<file path="src/rtl/ysyx_22040931_ex_mem_skid_pkg.sv">
// ============================================================================
// Module : ysyx_22040931_ex_mem_skid_pkg
// Brief  : Shared widths and mem_op encodings for the EX->MEM skid stage.
// Rev    : 1.0  initial release
// ============================================================================
`default_nettype none

package ysyx_22040931_ex_mem_skid_pkg;

  // Datapath widths
  localparam int DATA_BUS = 64;
  localparam int PC_BUS   = 64;
  localparam int RD_W     = 5;
  localparam int MEM_OP_W = 4;

  // mem_op encodings (0 = no memory access)
  localparam logic [MEM_OP_W-1:0] MEM_OP_NONE = 4'd0;
  localparam logic [MEM_OP_W-1:0] MEM_OP_LB   = 4'd1;
  localparam logic [MEM_OP_W-1:0] MEM_OP_LH   = 4'd2;
  localparam logic [MEM_OP_W-1:0] MEM_OP_LW   = 4'd3;
  localparam logic [MEM_OP_W-1:0] MEM_OP_LD   = 4'd4;
  localparam logic [MEM_OP_W-1:0] MEM_OP_LBU  = 4'd5;
  localparam logic [MEM_OP_W-1:0] MEM_OP_LHU  = 4'd6;
  localparam logic [MEM_OP_W-1:0] MEM_OP_LWU  = 4'd7;
  localparam logic [MEM_OP_W-1:0] MEM_OP_SB   = 4'd8;
  localparam logic [MEM_OP_W-1:0] MEM_OP_SH   = 4'd9;
  localparam logic [MEM_OP_W-1:0] MEM_OP_SW   = 4'd10;
  localparam logic [MEM_OP_W-1:0] MEM_OP_SD   = 4'd11;

  // Width of one packed pipeline entry
  function automatic int entry_width(input int data_w, input int pc_w);
    return 2 * data_w + pc_w + RD_W + 1 + MEM_OP_W;
  endfunction

endpackage

`default_nettype wire

</file>
<file path="src/rtl/ysyx_22040931_PipeSlot.sv">
// ============================================================================
// Module : ysyx_22040931_PipeSlot
// Brief  : Resettable register holding one packed pipeline entry.
// Rev    : 1.0  initial release
// ============================================================================
`default_nettype none

module ysyx_22040931_PipeSlot #(
  parameter int W = 8
) (
  input  logic         clock,
  input  logic         reset,
  input  logic         load_i,
  input  logic [W-1:0] d_i,
  output logic [W-1:0] q_o
);

  logic [W-1:0] slot_q;

  // Capture the entry when loaded; async reset clears it
  always_ff @(posedge clock or posedge reset) begin
    if (reset) begin
      slot_q <= '0;
    end else if (load_i) begin
      slot_q <= d_i;
    end
  end

  assign q_o = slot_q;

endmodule

`default_nettype wire

</file>
<file path="src/rtl/ysyx_22040931_ex_mem_skid.sv">
// ============================================================================
// Module : ysyx_22040931_ex_mem_skid
// Brief  : Two-entry in-order skid buffer between EX and MEM. Handshake
//          outputs are decoded from registered state only.
// Rev    : 1.0  initial release
// ============================================================================
`default_nettype none

module ysyx_22040931_ex_mem_skid
  import ysyx_22040931_ex_mem_skid_pkg::*;
#(
  parameter int DATA_W = DATA_BUS,
  parameter int PC_W   = PC_BUS
) (
  input  logic                clock,
  input  logic                reset,
  input  logic                flush,
  input  logic                in_valid,
  output logic                in_ready,
  input  logic [DATA_W-1:0]   in_result,
  input  logic [DATA_W-1:0]   in_store_data,
  input  logic [PC_W-1:0]     in_pc,
  input  logic [RD_W-1:0]     in_rd,
  input  logic                in_rd_wen,
  input  logic [MEM_OP_W-1:0] in_mem_op,
  output logic                out_valid,
  input  logic                out_ready,
  output logic [DATA_W-1:0]   out_result,
  output logic [DATA_W-1:0]   out_store_data,
  output logic [PC_W-1:0]     out_pc,
  output logic [RD_W-1:0]     out_rd,
  output logic                out_rd_wen,
  output logic [MEM_OP_W-1:0] out_mem_op
);

  localparam int ENTRY_W = entry_width(DATA_W, PC_W);

  typedef enum logic [1:0] {
    ST_EMPTY = 2'd0,
    ST_ONE   = 2'd1,
    ST_FULL  = 2'd2
  } state_e;

  state_e               state_q, state_d;
  logic                 head_load_d, skid_load_d, head_from_skid_d;
  logic [ENTRY_W-1:0]   w_in_entry, head_d, head_q, skid_q;
  logic                 w_push, w_pop;

  assign w_in_entry = {in_result, in_store_data, in_pc, in_rd, in_rd_wen, in_mem_op};

  assign out_valid = (state_q != ST_EMPTY);
  assign in_ready  = (state_q != ST_FULL);
  assign w_push    = in_valid && in_ready;
  assign w_pop     = out_valid && out_ready;

  // State register
  always_ff @(posedge clock or posedge reset) begin
    if (reset) begin
      state_q <= ST_EMPTY;
    end else begin
      state_q <= state_d;
    end
  end

  // Next state and slot load control; flush overrides everything and loads nothing
  always_comb begin
    state_d          = state_q;
    head_load_d      = 1'b0;
    skid_load_d      = 1'b0;
    head_from_skid_d = 1'b0;
    if (flush) begin
      state_d = ST_EMPTY;
    end else begin
      case (state_q)
        ST_EMPTY: begin
          if (w_push) begin
            state_d     = ST_ONE;
            head_load_d = 1'b1;
          end
        end
        ST_ONE: begin
          if (w_push && w_pop) begin
            head_load_d = 1'b1;
          end else if (w_push) begin
            state_d     = ST_FULL;
            skid_load_d = 1'b1;
          end else if (w_pop) begin
            state_d = ST_EMPTY;
          end
        end
        ST_FULL: begin
          if (w_pop) begin
            state_d          = ST_ONE;
            head_load_d      = 1'b1;
            head_from_skid_d = 1'b1;
          end
        end
        default: state_d = ST_EMPTY;
      endcase
    end
  end

  assign head_d = head_from_skid_d ? skid_q : w_in_entry;

  ysyx_22040931_PipeSlot #(.W(ENTRY_W)) u_head (
    .clock  (clock),
    .reset  (reset),
    .load_i (head_load_d),
    .d_i    (head_d),
    .q_o    (head_q)
  );

  ysyx_22040931_PipeSlot #(.W(ENTRY_W)) u_skid (
    .clock  (clock),
    .reset  (reset),
    .load_i (skid_load_d),
    .d_i    (w_in_entry),
    .q_o    (skid_q)
  );

  assign {out_result, out_store_data, out_pc, out_rd, out_rd_wen, out_mem_op} = head_q;

endmodule

`default_nettype wire

</file>
<file path="config.mk">
export PLATFORM = sky130hd
export DESIGN_NAME = ysyx_22040931_ex_mem_skid
export DESIGN_NICKNAME = d
export VERILOG_FILES = /design/src/rtl/ysyx_22040931_ex_mem_skid_pkg.sv /design/src/rtl/ysyx_22040931_PipeSlot.sv /design/src/rtl/ysyx_22040931_ex_mem_skid.sv
export SDC_FILE = /design/constraint.sdc
export NUM_CORES = 1
export LEC_CHECK = 0
export ABC_AREA = 1
export BUFFER_PORTS_ARGS = -buffer_cell sky130_fd_sc_hd__buf_2
export CAP_MARGIN = 20
export CORE_MARGIN = 2
export CORE_UTILIZATION = 45
export DETAILED_ROUTE_END_ITERATION = 16
export GPL_TIMING_DRIVEN = 0
export PLACE_DENSITY = 0.68
export SETUP_SLACK_MARGIN = 0.3
export SKIP_CTS_REPAIR_TIMING = 1
export SYNTH_ARGS = -nofsm -noshare
export SYNTH_HDL_FRONTEND = slang
export SYNTH_SLANG_ARGS = --single-unit
</file>
<file path="constraint.sdc">
create_clock -name clock -period 16.7 [get_ports clock]
set_input_delay 2.505 -clock clock [delete_from_list [all_inputs] [get_ports clock]]
set_output_delay 2.505 -clock clock [all_outputs]
set_load 0.02 [all_outputs]
</file>
# Word-level counts from Yosys, hierarchy flattened
# Cells that the tools add are included.
# W data, S select, Z words.
[totals]
regBits = 406
latchBits = 0
ramBits = 0
rom_bits = 0
output_inout_bits = 204
mem_count = 0
[op_classes]
add_sub_neg = 0
mul = 0
div = 0
order_cmp = 0
eq_ne = 7
shifts = 0
mux = 18
bitwise_logic = 0
reduce_logical = 6
[op_table]
columns = ["operator", "n"]
rows = [
  ["$mux W202", 1],
  ["$mux W2", 6],
  ["$mux W1", 9],
  ["$ne A3 B3 Y1 const B", 3],
  ["$pmux W2 S3", 1],
  ["$ne A4 B4 Y1 const B", 1],
  ["$reduce_and A4 Y1", 1],
  ["$logic_and A1 B1 Y1", 3],
  ["$pmux W1 S3", 1],
  ["$eq A2 B1 Y1 const B", 1],
  ["$eq A2 B2 Y1 const B", 1],
  ["$logic_not A2 Y1", 1],
  ["$ne A2 B2 Y1 const B", 1],
  ["$reduce_bool A2 Y1", 1],
]

# Logic depth before layout (Yosys ltp)
# Gate-level depths: netlist (run 1).
[depth]
word_depth = 7
mapped_depth = 9
depth_no_buf = 7

# Hierarchy
# A second synthesis (run 1) with hierarchy kept.
[unflattened]
hier_cells = 2388
area_unflattened_um2 = 19144.6
[modules_own_cells]
columns = ["module", "n_inst", "cells_each", "area_each_um2"]
rows = [
  ["ysyx_22040931_PipeSlot", 2, 855, 7697.4],
  ["ysyx_22040931_ex_mem_skid", 1, 678, 3749.8],
]

# Worst setup path after synthesis (run 1)
# Ideal clock, no wire load.
[synth_timing]
kind = "register -> output"
startpoint = "register state_q[0]"
endpoint = "output port in_ready"
arrival_time_ns = 1.200
path_slack_ns = 12.995
stages_incl_launch_ff = 5
cell_sequence = "dfrtp_1 > nor2_2 > clkbuf_1 > buf_2 > inv_1"
[synth_between]
elab_chain_cells = 1
[synth_rtl]
columns = ["element", "line", "text"]
rows = [
  ["from (decl)", "ysyx_22040931_ex_mem_skid.sv:44", "state_e state_q, state_d;"],
  ["from (signal assigned)", "ysyx_22040931_ex_mem_skid.sv:61", "state_q <= state_d;"],
  ["$ne A2 B2 Y1", "ysyx_22040931_ex_mem_skid.sv:52", "assign in_ready = (state_q != ST_FULL);"],
  ["to (decl)", "ysyx_22040931_ex_mem_skid.sv:19", "output logic in_ready,"],
]
# No other way between the ends.

# Final worst setup path (run 1)
# Ends and elaborated chain as after synthesis.

==> impl_metrics.ini, run 1 <==
[outcome]
run_status = finished, final reports clean

[yosys]
avgSynthCellArea_um2 = 7.68
synth_top_cell_by_area = dfrtp_1
netlist.area_leader.share_pct = 54.4
netlist_instances = 2432
syn_area_um2 = 18700
syn_nets = 2639
ys_warn_count = 0
ys_seq_area_share_pct = 54.4
yosys-top-cells-area = dfrtp_1, nand2_1, nand4_1
ys_ff_latch = 406
yosysUniqueCellTypes = 16

[placed_design]
pre_cts_ws_ps = 12210
dpl.hpwl_um = 39900
place_congestion = 0.908
dp_cells = 3376
io_buffers = 409

[detailed_routing]
first_iter_violations = 1381
ant_nets = 0
post_drt_via_cell_ratio = 5.02
wl_per_cell_um = 16.1
routed.top_layer = met5
wl_met1_um = 23600
vias = 17439
dr_wl_met2_um = 25700
wl_met3_um = 5170
drt-pass1-iter-count = 7
drt-total-wl_um = 55900
drc = 0

[finish]
mostFrequentLayoutCell = nand2_1
nNetsFinal = 3099
nFillCells = 3803
syn2layout_area_growth_pct = 24.2
multiInputGateArea_um2 = 6950
seq_area_um2 = 10200
final_cell_mix = nand2_1, buf_2, dfrtp_1
drive_gt1_share_pct = 20.3
final_util_pct = 56.7
final_cells = 3472

[sta]
relSlewSlack_pct = 30.8
fin_ws_ps = 11770
post-route-period-util_pct = 29.5
maxSlewViolCount = 0
worst_pin_slew_ps = 1040
whs_ps = 473
max_freq_ghz = 0.203
min_period_ps = 4930
setup_viol = 0
fin_worst_skew_ps = 17.9
hold_viol = 0
rsz0062_at_grt = false

[critical_path]
reg2reg_depth = 5
crit_path_end_kind = primary output
cp-start-kind = register
cp_cell_sequence = nor2_2, clkbuf_1, buf_2, inv_1, buf_2
critPathKind = register to primary output
crit_top_cell = buf_2
crit_required_ps = 14200
critPathSlowestCell = clkbuf_1
path_max_fanout = 10
worst_ep_arrival_time_ps = 2420
cpPeakStageDelay_ps = 550

[grt]
grt_max_degree = 128
grt_pass1_vias = 17012
antenna_found_initial = 28
gr-total-overflow = 0
grt_pass1_wl_um = 90600
grtUsageTotal_pct = 25.8

[floorplanning]
ioPinCount = 411
die_area_um2 = 43100
coreArea_um2 = 40900
rows = 74
start_util_pct = 45.6
die_x_um = 208
dieHeight_um = 208

[cts]
root_buffer = clkbuf_16
clk_pin_slew_ps = 60
h-tree-depth = 2
clock_sinks = 406
cts_buffers = 46
clk_latency_ps = 570
clockBufferDepth = 3
cts_tree = yes

[worst_hold_path]
hold_class = register to register
hold_depth = 2

[power_and_ir_drop]
p_leak_nw = 13.4
peakVddDrop_mv = 0.0932
seqPwrFrac_pct = 43.7
switching_share_pct = 33.1
p_int_mw = 2.31
power_density_nw_per_um2 = 149
netSwitchingPower_mw = 1.14
pwr-share-comb_pct = 24.3
p_clk_share_pct = 32.0

[job]
maxCapViolCount = 0
==> worst paths after layout <==
check,startpoint,end,slack (ps)
max,state_q[0],in_ready,11770
min,u_head.q_o[151],u_head.q_o[151],470
max reg2reg,state_q[0],u_skid.q_o[85],14480
min reg2reg,u_head.q_o[151],u_head.q_o[151],470
max in group asynchronous,reset,u_skid.q_o[22],13290
min in group asynchronous,reset,u_head.q_o[125],1980
==> worst max-delay path, delay by kind of cell, from the launching register on <==
kind	cells	cell delay (ps)
buffers and inverters	4	1120
flip-flops	1	450
AND/OR/NAND/NOR	1	290
==> sequential cells by signal, summed over array words and instances, names as in the netlist <==
name	count
u_skid.q_o	202
state_q	2
u_head.q_o	202
==> cell usage after synthesis <==
library cell / n
o21ai_0: 11
o21ai_2: 2
clkbuf_1: 77
dfrtp_1: 406
buf_1: 4
nand4_1: 203
nor2_2: 1
nand3b_1: 1
inv_2: 2
nand3_1: 3
o21ai_1: 191
nor2_1: 6
buf_2: 96
a21oi_2: 1
nand2_1: 1222
inv_1: 206
==> area by class of cell <==
cell class              count  area share, %
plain buffers             177           3.38
clock inverters            18           1.18
diodes                     13          0.140
well taps                 532           2.87
clock buffers              65           6.11
repair buffers            412           9.18
multi-input cells        1641           29.9
inverters                 208           3.40
flip-flops and latches    406           43.8
==> power groups by stage <==
stage	Clock, mW	Combinational [mW]	Sequential, mW
after detailed placement	0	0.845	1.51
after CTS	1.13	0.848	1.50
after global routing	1.17	0.941	1.55
after global placement	0	0.823	1.50
after floorplan	0	0.387	1.65
final	1.11	0.839	1.51
==> stage by stage <==
stage	instance area (um^2)	setup TNS [ps]	power (mW)
after floorplan	18700	0	2.03
after global placement	21400	-565150	2.33
after detailed placement	21500	0	2.36
after CTS	23200	0	3.48
after global routing	23200	0	3.66
final	23200	0	3.45
==> kinds of logic (layout without fill, tap and decap cells) <==
kind of cell,Yosys count,after routing,synth area share (%)
other,0,13,0
flip-flops,406,406,54.4
buffers and inverters,385,880,8.38
AO/OA/AOI/OAI,205,205,5.56
AND/OR/NAND/NOR,1436,1436,31.6
==> metal layers <==
layer / GRT usage [%] / vias to the layer above
met2: 41.3 / 563
met1: 33.4 / 8158
met5: 0 / -
met3: 9.05 / 113
met4: 6.92 / 28
li1: - / 8577
No activity file was read; power rests on OpenSTA's default activity.
==> run 2, diff against run 1 <==
- ABC_AREA: 1 -> 0
- PLACE_DENSITY: 0.68 -> 0.71
- clock period: 16.7 -> 4.3 ns (I/O delays scaled with it)
==> run 2 against run 1 <==
  * Die area down 6.0%
  * Sequential power rose to 3.4 times the previous value
  * Critical path depth grew 2
==> impl_metrics.ini, run 2 <==
[outcome]
run_status = finished, final reports clean

[sta]
post-route-period-util_pct = 50.6
worst_pin_slew_ps = 775
rsz0062_at_grt = false
hold_viol = 0
setup_tns_ps = 0
relSlewSlack_pct = 48.3
maxSlewViolCount = 0
fin_worst_skew_ps = 7.35
min_period_ps = 2180
setup_viol = 0
max_freq_ghz = 0.459

[yosys]
yosys-top-cells-area = dfrtp_1, mux2_2, mux2_1
avgSynthCellArea_um2 = 16.0
syn_area_um2 = 17500
synthTopCellsByCount = mux2_2, dfrtp_1, mux2_1
synth_top_family_by_area = multiplexers
yosys.area_share.simple_pct = 0.371
synth_top_flop_cell = dfrtp_1
ys_warn_count = 0
ys_async_sr_fraction_pct = 100
synth_top_cell_by_area = dfrtp_1
synth_compound_area_share_pct = 0.186
synth-xor-area-share_pct = 0
ys_seq_area_share_pct = 58.0
syn_nets = 1304
yosysUniqueCellTypes = 22
ys_ff_latch = 406
netlist_instances = 1097
netlist.area_leader.share_pct = 58.0
synth-edff-count = 0
synthAdderAreaFrac_pct = 0
synth.area.mux_share_pct = 39.0
synth_most_common_cell = mux2_2

[power_and_ir_drop]
p_leak_nw = 10.0
power_density_nw_per_um2 = 506
peakVddDrop_mv = 0.326

[critical_path]
cp-start-kind = register
critPathKind = register to register
crit_path_end_kind = register
worst_ep_arrival_time_ps = 2610
path_max_fanout = 10
crit_required_ps = 4730
r2r_slack_ps = 2120

[cts]
clockBufferDepth = 3
root_buffer = clkbuf_16
h-tree-depth = 2
cts_tree = yes
clk_pin_slew_ps = 60
clk_latency_ps = 550
clock_sinks = 406
cts_buffers = 43

[finish]
drive_gt1_share_pct = 60.9
nNetsFinal = 1769
mostFrequentLayoutCell = buf_2
final_cell_mix = buf_2, mux2_2, dfrtp_1
final_area_um2 = 21700
syn2layout_area_growth_pct = 23.9

[floorplanning]
ioPinCount = 411
dieHeight_um = 201
coreArea_um2 = 38600
die_area_um2 = 40500
rows = 72
start_util_pct = 45.5
die_x_um = 201

[detailed_routing]
drc = 0
drt-pass1-iter-count = 4
vias = 10657
ant_nets = 0
wl_per_cell_um = 19.1
drt-total-wl_um = 40500
first_iter_violations = 314
post_drt_via_cell_ratio = 5.04

[placed_design]
io_buffers = 410
dpl.hpwl_um = 29400
place_congestion = 0.795
placed_area_um2 = 20400

[grt]
grt_pass1_wl_um = 64000
grt_pass1_vias = 11447
grtUsageTotal_pct = 20.0
gr-total-overflow = 0
antenna_found_initial = 13
grt_max_degree = 44

[job]
maxCapViolCount = 0

[worst_hold_path]
hold_class = primary input to asynchronous set/reset pin
-- run 2: kinds of logic after synthesis --
family,Yosys count
buf+inv,68
flops,406
simple gates,12
compound gates,4
mux,607
-- run 2: path summary, 6_finish.rpt --
check                                 from         endpoint  depth (start not counted)
setup / recovery                state_q[0]   u_head.q_o[67]                          7
max in group asynchronous            reset   u_skid.q_o[78]                          5
min in group clock                   flush       state_q[0]                          2
hold reg to reg            u_head.q_o[193]  u_head.q_o[193]                          1
setup reg to reg                state_q[0]   u_head.q_o[67]                          7
hold / removal                       reset  u_skid.q_o[146]                          2
-- run 2: final cells by class --
type	count	area, um^2
diodes	9	22.5
plain buffers	66	425
clock buffers	68	1240
clock inverters	4	22.5
fillers	3232	16800
inverters	2	11.3
multi-input cells	623	6930
flip-flops and latches	406	10200
well taps	518	648
repair buffers	420	2250
-- run 2: through the flow --
stage	setup slack [ps]	util [%]	cells	power (mW)	hold slack, ps
after floorplan	-1810	-	1097	6.76	474
after global placement	-4140	52.5	2025	7.52	481
after detailed placement	1540	53.0	2035	7.65	488
after CTS	2020	56.3	2107	11.1	155
after global routing	1940	56.3	2114	11.6	192
final	2120	56.3	2116	11.0	174
-- run 2: power breakdown --
part,internal [mW],switching (mW),leakage [nW]
clock,1.97,1.46,0.612
sequential,4.76,0.427,4.87
combinational,1.16,1.22,4.56
total,7.89,3.10,10.0
-- run 2: critical path: stages (launching register included) --
cell and delay (ps):
dfrtp_1 450, nor2b_2 220, inv_2 70, nor2_2 240, buf_6 210, buf_4 230
mux2_1 350, mux2_2 280
-- run 2: routing by layer --
metal / up-vias / GRT usage, % / part of all wire, %
li1: 4869 / - / -
met1: 5442 / 24.5 / 41
met2: 255 / 33.7 / 49
met3: 83 / 4.71 / 5.5
met4: 8 / 9.35 / 3.8
met5: - / 0 / 0.12
